==> config.mk <==
export PLATFORM = sky130hd
export DESIGN_NAME = shift_unit_seq_flat
export DESIGN_NICKNAME = d
export VERILOG_FILES = /design/src/rtl/shift_unit_seq_if.sv /design/src/rtl/shift_unit_seq.sv /design/src/flat_wrapper.sv
export SDC_FILE = /design/constraint.sdc
export NUM_CORES = 1
export LEC_CHECK = 0
export CORE_ASPECT_RATIO = 0.75
export CORE_MARGIN = 2
export CORE_UTILIZATION = 30
export DETAILED_ROUTE_END_ITERATION = 16
export GPL_TIMING_DRIVEN = 0
export PLACE_DENSITY_LB_ADDON = 0.2
export SETUP_SLACK_MARGIN = 0.2
export SYNTH_ARGS = -nofsm -noshare
export SYNTH_HDL_FRONTEND = slang
export SYNTH_SLANG_ARGS = --single-unit
==> constraint.sdc <==
create_clock -name clk -period 2 [get_ports clk]
set_input_delay 0.2 -clock clk [delete_from_list [all_inputs] [get_ports clk]]
set_output_delay 0.2 -clock clk [all_outputs]
set_load 0.03 [all_outputs]
==> src/rtl/shift_unit_seq_if.sv <==
// Handshake bundle for shift_unit_seq: producer-side request (in_*) and
// consumer-side result (out_*). The producer/consumer side takes the master
// modport and the shift unit takes the slave modport.
interface shift_unit_seq_if #(
  parameter int WIDTH   = 8,
  parameter int SHAMT_W = 4
);
  logic               in_valid;
  logic               in_ready;
  logic [WIDTH-1:0]   in_data;
  logic [SHAMT_W-1:0] in_shamt;
  logic [1:0]         in_mode;
  logic               out_valid;
  logic               out_ready;
  logic [WIDTH-1:0]   out_data;
  logic               out_oor;
  logic               out_err;

  modport master (
    output in_valid, in_data, in_shamt, in_mode, out_ready,
    input  in_ready, out_valid, out_data, out_oor, out_err
  );

  modport slave (
    input  in_valid, in_data, in_shamt, in_mode, out_ready,
    output in_ready, out_valid, out_data, out_oor, out_err
  );
endinterface

==> src/rtl/shift_unit_seq.sv <==
// Iterative WIDTH-bit shifter: one bit position per clock, valid/ready on both
// sides. Modes: 00 LSL, 01 LSR, 10 ASR, 11 ROL.
// Optional feature macro: SHIFT_UNIT_ROL_EN. When defined, mode 11 rotates
// left; when undefined, mode 11 is illegal (operand passes through, out_err=1)
// and no rotate datapath is built.
// Amounts above WIDTH-1 (including for ROL) pass the operand through unchanged
// and raise out_oor. Reset is synchronous, active low.
module shift_unit_seq #(
  parameter int WIDTH   = 8,
  parameter int SHAMT_W = 4
) (
  input logic            clk,
  input logic            rst_n,
  shift_unit_seq_if.slave bus
);

  typedef enum logic [1:0] {
    IDLE  = 2'b00,
    SHIFT = 2'b01,
    DONE  = 2'b10
  } state_e;

  typedef enum logic [1:0] {
    MODE_LSL = 2'b00,
    MODE_LSR = 2'b01,
    MODE_ASR = 2'b10,
    MODE_ROL = 2'b11
  } mode_e;

  localparam int unsigned MAX_SH = WIDTH - 1;

  state_e             state;
  mode_e              mode_q;
  logic [WIDTH-1:0]   data_q;
  logic [WIDTH-1:0]   shift_nxt;
  logic [SHAMT_W-1:0] count;
  logic               in_ready_q;
  logic               out_valid_q;
  logic               oor_q;
  logic               err_q;

  logic accept;
  logic amt_oor;
  logic mode_ill;
  logic pass;

  assign accept  = bus.in_valid && in_ready_q;
  assign amt_oor = 32'(bus.in_shamt) > MAX_SH;
`ifdef SHIFT_UNIT_ROL_EN
  assign mode_ill = 1'b0;
`else
  assign mode_ill = (bus.in_mode == MODE_ROL);
`endif
  // Zero shifts, out-of-range amounts and illegal modes all skip SHIFT.
  assign pass = amt_oor || mode_ill || (bus.in_shamt == '0);

  // Single-bit step of the working register for the latched mode.
  always_comb begin
    // NOTE: default assignment first so every path drives shift_nxt and no latch is inferred.
    shift_nxt = data_q;
    case (mode_q)
      MODE_LSL: shift_nxt = {data_q[WIDTH-2:0], 1'b0};
      MODE_LSR: shift_nxt = {1'b0, data_q[WIDTH-1:1]};
      MODE_ASR: shift_nxt = {data_q[WIDTH-1], data_q[WIDTH-1:1]};
`ifdef SHIFT_UNIT_ROL_EN
      MODE_ROL: shift_nxt = {data_q[WIDTH-2:0], data_q[WIDTH-1]};
`endif
      default:  shift_nxt = data_q;
    endcase
  end

  // Control FSM with registered handshake outputs and working register.
  always_ff @(posedge clk) begin
    // NOTE: non-blocking assignments so every register samples pre-edge values.
    if (!rst_n) begin
      state       <= IDLE;
      mode_q      <= MODE_LSL;
      data_q      <= '0;
      count       <= '0;
      in_ready_q  <= 1'b1;
      out_valid_q <= 1'b0;
      oor_q       <= 1'b0;
      err_q       <= 1'b0;
    end else begin
      case (state)
        IDLE: begin
          if (accept) begin
            data_q     <= bus.in_data;
            mode_q     <= mode_e'(bus.in_mode);
            count      <= bus.in_shamt;
            oor_q      <= amt_oor;
            err_q      <= mode_ill;
            in_ready_q <= 1'b0;
            if (pass) begin
              state       <= DONE;
              out_valid_q <= 1'b1;
            end else begin
              state <= SHIFT;
            end
          end
        end
        SHIFT: begin
          data_q <= shift_nxt;
          count  <= count - 1'b1;
          if (count == SHAMT_W'(1)) begin
            state       <= DONE;
            out_valid_q <= 1'b1;
          end
        end
        DONE: begin
          if (bus.out_ready) begin
            state       <= IDLE;
            out_valid_q <= 1'b0;
            in_ready_q  <= 1'b1;
            oor_q       <= 1'b0;
            err_q       <= 1'b0;
          end
        end
        default: begin
          state       <= IDLE;
          out_valid_q <= 1'b0;
          in_ready_q  <= 1'b1;
        end
      endcase
    end
  end

  assign bus.in_ready  = in_ready_q;
  assign bus.out_valid = out_valid_q;
  assign bus.out_data  = data_q;
  assign bus.out_oor   = oor_q;
  assign bus.out_err   = err_q;

endmodule

==> src/flat_wrapper.sv <==
// flat-port wrapper written by rule: the top's interface ports become plain ports
module shift_unit_seq_flat 
#(
  parameter int WIDTH   = 8,
  parameter int SHAMT_W = 4
)
  (clk, rst_n, bus_in_valid, bus_in_data, bus_in_shamt, bus_in_mode, bus_out_ready, bus_in_ready, bus_out_valid, bus_out_data, bus_out_oor, bus_out_err);
  shift_unit_seq_if #(.WIDTH(WIDTH), .SHAMT_W(SHAMT_W)) bus_i ();
  input logic clk;
  input logic rst_n;
  input wire logic [$bits(bus_i.in_valid)-1:0] bus_in_valid;
  input wire logic [$bits(bus_i.in_data)-1:0] bus_in_data;
  input wire logic [$bits(bus_i.in_shamt)-1:0] bus_in_shamt;
  input wire logic [$bits(bus_i.in_mode)-1:0] bus_in_mode;
  input wire logic [$bits(bus_i.out_ready)-1:0] bus_out_ready;
  output wire logic [$bits(bus_i.in_ready)-1:0] bus_in_ready;
  output wire logic [$bits(bus_i.out_valid)-1:0] bus_out_valid;
  output wire logic [$bits(bus_i.out_data)-1:0] bus_out_data;
  output wire logic [$bits(bus_i.out_oor)-1:0] bus_out_oor;
  output wire logic [$bits(bus_i.out_err)-1:0] bus_out_err;
  assign bus_i.in_valid = bus_in_valid;
  assign bus_i.in_data = bus_in_data;
  assign bus_i.in_shamt = bus_in_shamt;
  assign bus_i.in_mode = bus_in_mode;
  assign bus_i.out_ready = bus_out_ready;
  assign bus_in_ready = bus_i.in_ready;
  assign bus_out_valid = bus_i.out_valid;
  assign bus_out_data = bus_i.out_data;
  assign bus_out_oor = bus_i.out_oor;
  assign bus_out_err = bus_i.out_err;
  shift_unit_seq #(.WIDTH(WIDTH), .SHAMT_W(SHAMT_W)) u_core (.clk(clk), .rst_n(rst_n), .bus(bus_i));
endmodule
==> results.md, run 1 <==
- In the synthesized netlist, the cells that appear most often are dfxtp_1 (20), nand2_1 (20), o21ai_0 (12).
- The relative slew slack is 0.6725.
- The signal on the critical path passes through clkdlybuf4s50_1.
- The flow ran to the end, and the final reports show no timing, DRC or antenna violations.
- The gate count after technology mapping is 142.
- The worst min-delay path class is primary input to flip-flop.
- The wire length of the first global-routing pass is 5140 um.
- In this run, post-CTS hold repair placed 0 buffers.
- The sequential area share after synthesis is 0.3344.
- The kind of cell with the highest combined delay on the critical path is buffers and inverters.
- Buffers placed on the I/O ports in this run total 28.
- Of the cells placed in the final design, the portion with a size suffix greater than 1 is 0.1092.
- In the synthesized netlist the async set-or-reset flop fraction comes to 0.
- Tracing the worst setup path back leads to its startpoint at u_core.bus.in_ready.
- The clock net sink count is 20.
- The die span in y is 58.72 um.
- The floorplan step defined a core boundary enclosing 3732 um^2.
- The total of flip-flops plus latches after synthesis is 20.
- The finished cells cover 1615 um^2.
- The net total in the final layout is 198.
- The worst register-to-register path begins at u_core.mode_q[0].
- The most used flip-flop cell after synthesis is dfxtp_1.
- The maximum buffer depth of the clock tree is 2.
- The final count of pins violating max slew came to 0.
- The number of setup buffers added after CTS is 0.
- The clock latency at the later pin of the worst-skew pair is 260 ps.
- STA classifies the critical path endpoint as an output pin.
- The total overflow left after global routing is 0.
- The post-detailed-route via-to-cell ratio is 5.159.
- The post-detailed-placement cell area is 1543 um^2.
- The worst-case IR drop observed on VDD is 0.0004751 V.
- The synthesized design spends more area on one cell type than any other, namely dfxtp_1.
- The number of iterations in the first detailed-routing pass is 4.
- The weighted congestion reported at the end of routability-driven placement is 0.8413.
- The count of maximum capacitance violations is 0.
- The worst endpoint data arrival time is 1440 ps.
- TritonCTS built the clock tree.
- The standby leakage power is 0.0005758 uW.
- The clock period could shrink to 1641 ps.
- Counting the buffers created by CTS gives 3.
- Summed over all layers, the routed wires come to 3215 um.
- Between clock sinks in the finished design, the worst skew comes to 11.39 ps.
- The die covers 4518 um^2.
- The slowest stage cell on the critical path is clkdlybuf4s50_1.
- The critical path data required time is 1800 ps.
- The largest driver fanout on the critical path is 7.
- By area the synthesized netlist is led by dfxtp_1 (33%), nand2_1 (6.3%), ha_1 (5.2%).
- In the global route stage, overall resource usage came out at 0.1444.
- The number of inserted diodes is 0.
- Setup repair after global routing could not meet its margin everywhere.
- The number of hold violations in the final report was 0.
- In this run the most critical hold path is launched from rst_n.
- The share of synthesized area in the top cell type comes to 0.3344.
- Derived from the worst setup path, the maximum achievable clock frequency is 609.2 MHz.
- The share of the clock period used by the worst path after layout is 0.8207.
- The initial cell density of the core is 0.3208.
- Entering global routing, the biggest net connects 13 pins.
- The synthesized area divided by synthesized cell count is 8.432 um^2.
- STA classifies the critical path startpoint as a flip-flop.
- The number of nets produced by synthesis is 165.
- The count of unique library cells instantiated by Yosys is 38.
- The sum of net half-perimeters after detailed placement is 2451 um.
- The hold slack is 253.6 ps.
- The power per cell area is 1427 nW/um^2.
- Counting flops with a built-in enable in the synthesized netlist gives 0.
- The initial antenna violation count is 0.
- Counting both buffers and inverters, the worst setup path holds a total of 1.
- CTS built an H-tree with a depth of 1.
- The final setup TNS is 0 ps.
- The number of placement rows is 19.
- After detailed routing, the average wire length per cell comes to 14.23 um.
- The number of setup violations in the final report is 0.
- The via count of the first global-routing pass is 1082.
- For the pin with the worst max-slew slack, the measured transition is 491.3 ps.
- In the routed design, unresolved DRC markers number 0.
- The kind of critical path is flip-flop to output pin.
- After the first detailed-routing iteration, the DRC count stood at 67.
- From synthesis to final layout, the design area changed by 34.90%.
- Yosys printed 0 warnings.
- The cell area that synthesis handed to floorplanning was 1197 um^2.
- The maximum single-stage delay on the critical path is 720 ps.
- In this run the remaining antenna-violating nets after routing total 0.
- The number of ports placed on the die boundary is 30.
- The overall via count from detail_route is 1166.
- After clock tree synthesis, the clock-pin slew on the worst setup and hold paths is 80 ps.
- The die is 76.95 um wide.
- The root buffer cell chosen for the clock tree is clkbuf_8.
-- cells in the final DEF (no fill, tap or decap), types with 5 or more instances in the layout --
| cell | instances |
|---|---|
| clkdlybuf4s50_1 | 28 |
| nand2_1 | 20 |
| dfxtp_1 | 20 |
| o21ai_0 | 12 |
| nand3_1 | 9 |
| a21oi_1 | 9 |
| inv_1 | 7 |
| o2111ai_1 | 7 |
| clkbuf_8 | 6 |
| o211ai_1 | 6 |
| nor2_1 | 5 |
| ha_1 | 5 |
-- power breakdown --
part	total [uW]	internal, uW	switching, uW
sequential	693	544	149
clock	408	267	141
combinational	1200	528	677
total	2310	1340	967
-- worst min-delay path, cell delays in order --
cell	delay, ps
buf_4	150
nand2_1	60
o21ai_0	60
-- metal layers --
| layer | wire, um | global-route usage |
|---|---|---|
| met1 | 1672 | 0.2087 |
| met2 | 1381 | 0.2180 |
| met3 | 134 | 0.03528 |
| met4 | 27 | 0.03377 |
| met5 | 0 | 0 |
-- metrics by stage --
| step | cells | util | setup WS, ps | power, uW |
|---|---|---|---|---|
| after CTS | 226 | 0.4325 | 266.1 | 2308 |
| final | 226 | 0.4328 | 358.6 | 2306 |
| after global routing | 226 | 0.4328 | 195.1 | 2448 |
| after global placement | 222 | 0.4133 | 274.6 | 1876 |
| after floorplan | 142 | - | 517.2 | 1501 |
| after detailed placement | 222 | 0.4133 | 253.3 | 1896 |
-- cells by family (layout without fill, tap and decap cells) --
group	after synthesis	in the layout	synth area share
AO/OA/AOI/OAI	49	49	0.2884
flip-flops	20	20	0.3344
buffers and inverters	18	50	0.1076
XOR/XNOR	1	1	0.007316
adder cells (fa/ha/maj)	5	5	0.05225
AND/OR/NAND/NOR	49	49	0.2100
-- final cells by class --
class	count	area [um^2]
Buffer	11	103.9
Clock buffer	3	41.29
Clock inverter	1	30.03
Fill cell	377	2117
Inverter	7	26.28
Multi-Input combinational cell	104	668.1
Sequential cell	20	400.4
Tap cell	52	65.06
Timing Repair Buffer	28	280.3
-- what timing repair did --
| action | CTS | global route |
|---|---|---|
| hold endpoints to repair | 0 | 0 |
| gates resized for setup | 0 | 2 |
| setup endpoints to repair | 0 | 5 |
-- state kept, by name, indices dropped and copies added (netlist names) --
name                  cells
u_core.mode_q             2
u_core.bus.out_data       8
u_core.bus.out_valid      1
u_core.state              2
u_core.bus.in_ready       1
u_core.bus.out_err        1
u_core.bus.out_oor        1
u_core.count              4
-- final timing paths --
kind	to	slack (ps)	depth (start not counted)
max	bus_in_ready	360	1
min	u_core.bus.out_data[6]	250	3
max reg2reg	u_core.bus.out_data[5]	360	7
min reg2reg	u_core.bus.out_valid	450	2
No activity file was read; power rests on OpenSTA's default activity.
==> inputs of run 2 (changes only) <==
Clock period 2 ns to 1.6 ns, I/O delays scaled along.
==> results.md, run 2 (same netlist as run 1, synthesis figures left out) <==
- The clock latency at the later pin of the worst-skew pair came to 260 ps (about the same).
- The share of the clock period used by the worst path after layout is 0.9464.
- The clock net sink count was 20 (unchanged).
- The fmax is 660.4 MHz.
- The worst-margin pin slew was 539.3 ps (+48.03 ps).
- The post-synthesis to final-layout area growth is 53.29%.
- The initial antenna violation count is 0 (unchanged).
- The number of flip-flops in the largest register is 8 (unchanged).
- The number of ports placed on the die boundary is 30 (unchanged).
- The clock input transition at the sequential cells of the worst setup and hold paths is 80 ps (about the same).
- The proportion of layout cells with a drive suffix above 1 was 0.2742 (+0.1650).
- The pin count of the biggest net entering global routing came to 11 (-2).
- STA classifies the critical path startpoint as a flip-flop.
- The weighted congestion reported at the end of routability-driven placement came to 0.8097 (-3.8%).
- The maximum buffer depth of the clock tree was 2 (unchanged).
- The number of hold violations in the final report was 0 (unchanged).
- The worst supply voltage drop on vdd was 0.0006361 V (+34%).
- The sum of net half-perimeters after detailed placement is 2423 um (-1.2%).
- The relative slew slack came to 0.6405 (-0.03202).
- The worst register-to-register path begins at u_core.mode_q[0].
- TritonCTS built the clock tree.
- The power per cell area was 1689 nW/um^2 (+18%).
- The start point of the worst min-delay path is rst_n.
- The die footprint came to 4518 um^2 (unchanged).
- The endpoint class of the critical path is a flip-flop.
- The net total in the final layout came to 211 (+6.6%).
- The path class of the tightest hold or removal check is primary input to flip-flop.
- The largest clock skew in the final design came to 1.185 ps (-10.20 ps).
- The width of the die was 76.95 um (unchanged).
- The largest driver fanout on the critical path is 5 (-2).
- The number of nets with antenna violations after detailed routing is 0 (unchanged).
- The number of H-tree levels is 1 (unchanged).
- The root buffer selected by CTS is clkbuf_8.
- The hold slack is 210.4 ps (-43.18 ps).
- The count of maximum capacitance violations is 0 (unchanged).
- The die span in y was 58.72 um (unchanged).
- The total track usage came to 0.1699 (+0.02547).
- The final routed DRC violation total is 0 (unchanged).
- Setup repair after global routing could not meet its margin everywhere.
- The run finished with clean final reports.
- The via count of the first global-routing pass is 1186 (+9.6%).
- The number of iterations in the first detailed-routing pass is 4 (unchanged).
- The standby leakage power is 0.0007024 uW (+22%).
- The wire length of the first global-routing pass is 6120 um (+19%).
- The detailed router's first-iteration violation count was 120 (+79%).
- The count of filler cells inserted in the layout is 367 (-2.7%).
- The worst setup path is of the flip-flop to flip-flop kind.
- Tracing the worst setup path back leads to its startpoint at u_core.mode_q[0].
- The count of input and output buffers is 28 (unchanged).
- The total clock buffers created by CTS is 3 (unchanged).
- The clock period minus worst slack is 1514 ps.
- The number of setup violations in the final report was 0 (unchanged).
- The worst endpoint data arrival time is 1700 ps (+260 ps).
- The global route total overflow is 0 (unchanged).
- The minimum setup slack after placement is -91.84 ps (-345.1 ps).
- The standard cell core area is 3732 um^2 (unchanged).
- The initial cell density of the core is 0.3208 (unchanged).
- The final wirelength was 3633 um (+13%).
- The final worst setup slack is 85.71 ps (-272.9 ps).
- The overall via count from detail_route is 1252 (+7.4%).
- The routed wirelength normalized by instance count is 15.26 um (+7.3%).
- The post-detailed-route via-to-cell ratio was 5.261 (+2.0%).
- The final setup TNS was 0 ps (unchanged).
- Leaving out fill and tap cells, the most frequent cells in the layout are nand2_1 (20), dfxtp_1 (17), clkdlybuf4s50_1 (16), buf_4 (12), dlygate4sd2_1 (12).
- The number of inserted diodes is 0 (unchanged).
- The core utilization of the finished layout is 0.4918 (+0.05900).
- The final count of pins violating max slew is 0 (unchanged).
- The library cell used most frequently in the layout, excluding fill and tap cells, is nand2_1.
- The number of placement rows is 19 (unchanged).
- The critical path data required time was 1790 ps (about the same).
==> run 2: changes by cell type in the layout (fill, tap and decap cells not counted), moves of 5 or more <==
cell,before,now
o21ai_0,12,5
o21ai_1,0,7
o2111ai_2,0,5
buf_4,2,12
o2111ai_1,7,2
dlygate4sd2_1,0,12
clkdlybuf4s50_1,28,16
==> run 2: area by class of cell <==
type | instances | area [um^2] | share of cell area
Multi-Input combinational cell | 104 | 795.8 | 0.4335
Sequential cell | 20 | 409.1 | 0.2229
Timing Repair Buffer | 41 | 379.1 | 0.2065
Buffer | 11 | 113.9 | 0.06203
Tap cell | 52 | 65.06 | 0.03545
Clock buffer | 3 | 41.29 | 0.02249
Inverter | 7 | 31.28 | 0.01704
==> run 2: critical path, cell delays in order (launching register included) <==
cell       delay, ps
dfxtp_4          390
inv_4             50
buf_12           120
ha_4             240
clkbuf_8         140
or2b_1           210
nand3_1           90
o2111ai_2        110
o21ai_1          100
==> run 2: routing by layer <==
layer	global-route usage	wire length, um	vias to the layer above
li1	-	-	611
met1	0.2493	1785	601
met2	0.2444	1616	38
met3	0.04755	212	2
met4	0.04416	18	0
met5	0	0	-
==> run 2: report_power, final <==
part	switching [uW]	total (uW)	internal [uW]
Sequential	186	872	686
Combinational	1030	1890	854
Clock	175	343	168
Total	1390	3100	1710
==> run 2: timing repair <==
item,in CTS,in global routing
hold endpoints to repair,0,0
hold buffers,0,0
gates resized for setup,28,15
setup endpoints to repair,23,13
buffers inserted,10,1
pin swaps,7,14
cloned,2,0
==> run 2: worst paths after layout <==
check | endpoint | slack [ps] | cells after the start
worst max-delay path | u_core.bus.out_data[4] | 90 | 8
worst min-delay path | u_core.bus.out_data[3] | 210 | 3
worst max register to register | u_core.bus.out_data[4] | 90 | 8
worst min register to register | u_core.bus.out_valid | 450 | 2
==> run 2: stage by stage <==
stage / instance area, um^2 / power (uW) / cells
CTS: 1758 / 2948 / 237
global route: 1836 / 3305 / 238
global placement: 1580 / 2421 / 222
detailed placement: 1580 / 2444 / 222
floorplan: 1235 / 1942 / 142
finish: 1836 / 3100 / 238
==> inputs of run 3 (changes only) <==
Settings changed: CTS_CLUSTER_DIAMETER set to 120.
==> results of run 3 <==
No change in the layout: final DEF, timing and power equal those of run 2.
==> RTL edit: new RTL, config.mk and constraints of run 1 <==
`SHAMT_W` is set to 4 in 3 places; all go to 5.
--- a/src/rtl/shift_unit_seq_if.sv
+++ b/src/rtl/shift_unit_seq_if.sv
@@ -3,7 +3,7 @@
 // modport and the shift unit takes the slave modport.
 interface shift_unit_seq_if #(
   parameter int WIDTH   = 8,
-  parameter int SHAMT_W = 4
+  parameter int SHAMT_W = 5
 );
   logic               in_valid;
   logic               in_ready;
--- a/src/rtl/shift_unit_seq.sv
+++ b/src/rtl/shift_unit_seq.sv
@@ -7,7 +7,7 @@
 // and raise out_oor. Reset is synchronous, active low.
 module shift_unit_seq #(
   parameter int WIDTH   = 8,
-  parameter int SHAMT_W = 4
+  parameter int SHAMT_W = 5
 ) (
   input logic            clk,
   input logic            rst_n,
--- a/src/flat_wrapper.sv
+++ b/src/flat_wrapper.sv
@@ -2,7 +2,7 @@
 module shift_unit_seq_flat 
 #(
   parameter int WIDTH   = 8,
-  parameter int SHAMT_W = 4
+  parameter int SHAMT_W = 5
 )
   (clk, rst_n, bus_in_valid, bus_in_data, bus_in_shamt, bus_in_mode, bus_out_ready, bus_in_ready, bus_out_valid, bus_out_data, bus_out_oor, bus_out_err);
   shift_unit_seq_if #(.WIDTH(WIDTH), .SHAMT_W(SHAMT_W)) bus_i ();
Interface: changed (resized bus_in_shamt); port bits go from 30 to 31. The function was not compared with the original's and may differ.
==> RTL edit against run 1 <==
Sequential cell count is 1 higher; setup slack better by 0.0047 ns; critical path type is now flip-flop to flip-flop; wire length is 1.5% higher; design area is 1.6% lower; area after synthesis is 1.6% lower.
Power is not compared: it rests on default switching activity, and its combinational part moved more than twofold at a synthesized area within 25%.
==> RTL edit: results (changes against run 1) <==
* Placed instance area at 1544 µm² (about the same)
* Cells after Synth at 137 (-3.5%)
* Synth top area cells: dfxtp_1, nand2_1, ha_1
* DRT Wirelength at 3263 µm (+1.5%)
* Worst EP arrival at 1.83 ns (+0.39 ns)
* Clk_skew at 0.006806 ns (-0.004583 ns)
* RD Place Congestion at 0.9122 (+8.4%)
* Crit-path max FO at 10 (+3)
* Post-CTS setup buffers at 0 (unchanged)
* First-pass GRT wire length at 5382 µm (+4.7%)
* Number of global-route vias before repair at 1122 (+3.7%)
* Tot Pwr at 1.301 mW
* Netlist cell types at 42 (+11%)
* Total CTS buffers at 3 (unchanged)
* Reg clk slew, reported paths at 0.07 ns
* Drt first-iter violations at 109 (+63%)
* Post-synthesis sequential area ratio at 35.67% (+2.2 points)
* Largest net degree at the start of global routing at 12 (-1)
* DR vias at 1161 (-0.43%)
* Commonest cells in the netlist: nand2_1, dfxtp_1, nor2_1
* Cts repair resizes at 0 (unchanged)
* Largest register FFs at 8 (unchanged)
* Hpwl dp at 2506 µm (+2.2%)
* HP Class: flip-flop to flip-flop
* DRT Pass-1 Iters at 4 (unchanged)
* Vias/cell at 5.206 (+0.91%)
* Pre-CTS setup slack at 0.1980 ns (-0.05524 ns)
* Mapped Nets at 161 (-2.4%)
* Fraction of layout cells with a size suffix above 1 at 9.357% (-1.6 points)
* Root buffer selected by CTS: clkbuf_8
* Status: finished clean
* Final nets at 196 (-1.0%)
## RTL edit: cell count changes after synthesis, moves of 6 or more
cell / run 1 / this run
a221o_1: 0 / 6
nand3_1: 9 / 2
nor2_1: 5 / 11
o21ai_0: 12 / 2
o21ai_1: 0 / 9
## RTL edit: routing by layer
metal	track usage, %	vias to the layer above	wire length (µm)
met4	3.377	0	21
met3	4.673	2	132
met5	0	-	0
li1	-	579	-
met2	24.02	22	1462
met1	21.28	558	1647
## RTL edit: critical path, stage by stage (launching register included)
cell       delay, ns
dfxtp_1         0.33
inv_1           0.08
ha_1            0.19
nor3_1          0.08
a211oi_2        0.42
buf_4           0.25
o2111ai_1       0.13
o21ai_1         0.09
## RTL edit: path summary, 6_finish.rpt
| kind | slack, ns | start | endpoint | cells after the start |
|---|---|---|---|---|
| setup / recovery | 0.36 | u_core.mode_q[0] | u_core.bus.out_data[5] | 7 |
| hold / removal | 0.48 | u_core.bus.out_oor | u_core.bus.out_oor | 2 |
| setup reg to reg | 0.36 | u_core.mode_q[0] | u_core.bus.out_data[5] | 7 |
| hold reg to reg | 0.48 | u_core.bus.out_oor | u_core.bus.out_oor | 2 |
## RTL edit: area by class of cell
type | count | area, µm²
Inverter | 6 | 22.52
Buffer | 7 | 46.29
Sequential cell | 21 | 420.4
Timing Repair Buffer | 30 | 300.3
Multi-Input combinational cell | 103 | 689.4
Fill cell | 392 | 2120
Clock buffer | 4 | 45.04
Tap cell | 52 | 65.06
## RTL edit: cells by family (layout without fill, tap and decap cells)
group	Yosys count	after routing	share of synthesized area, %
xor+xnor	1	1	0.7432
buf+inv	13	47	5.838
simple gates	46	46	19.32
fa+ha+maj	5	5	5.308
mux	2	2	1.699
flops	21	21	35.67
compound gates	49	49	31.42
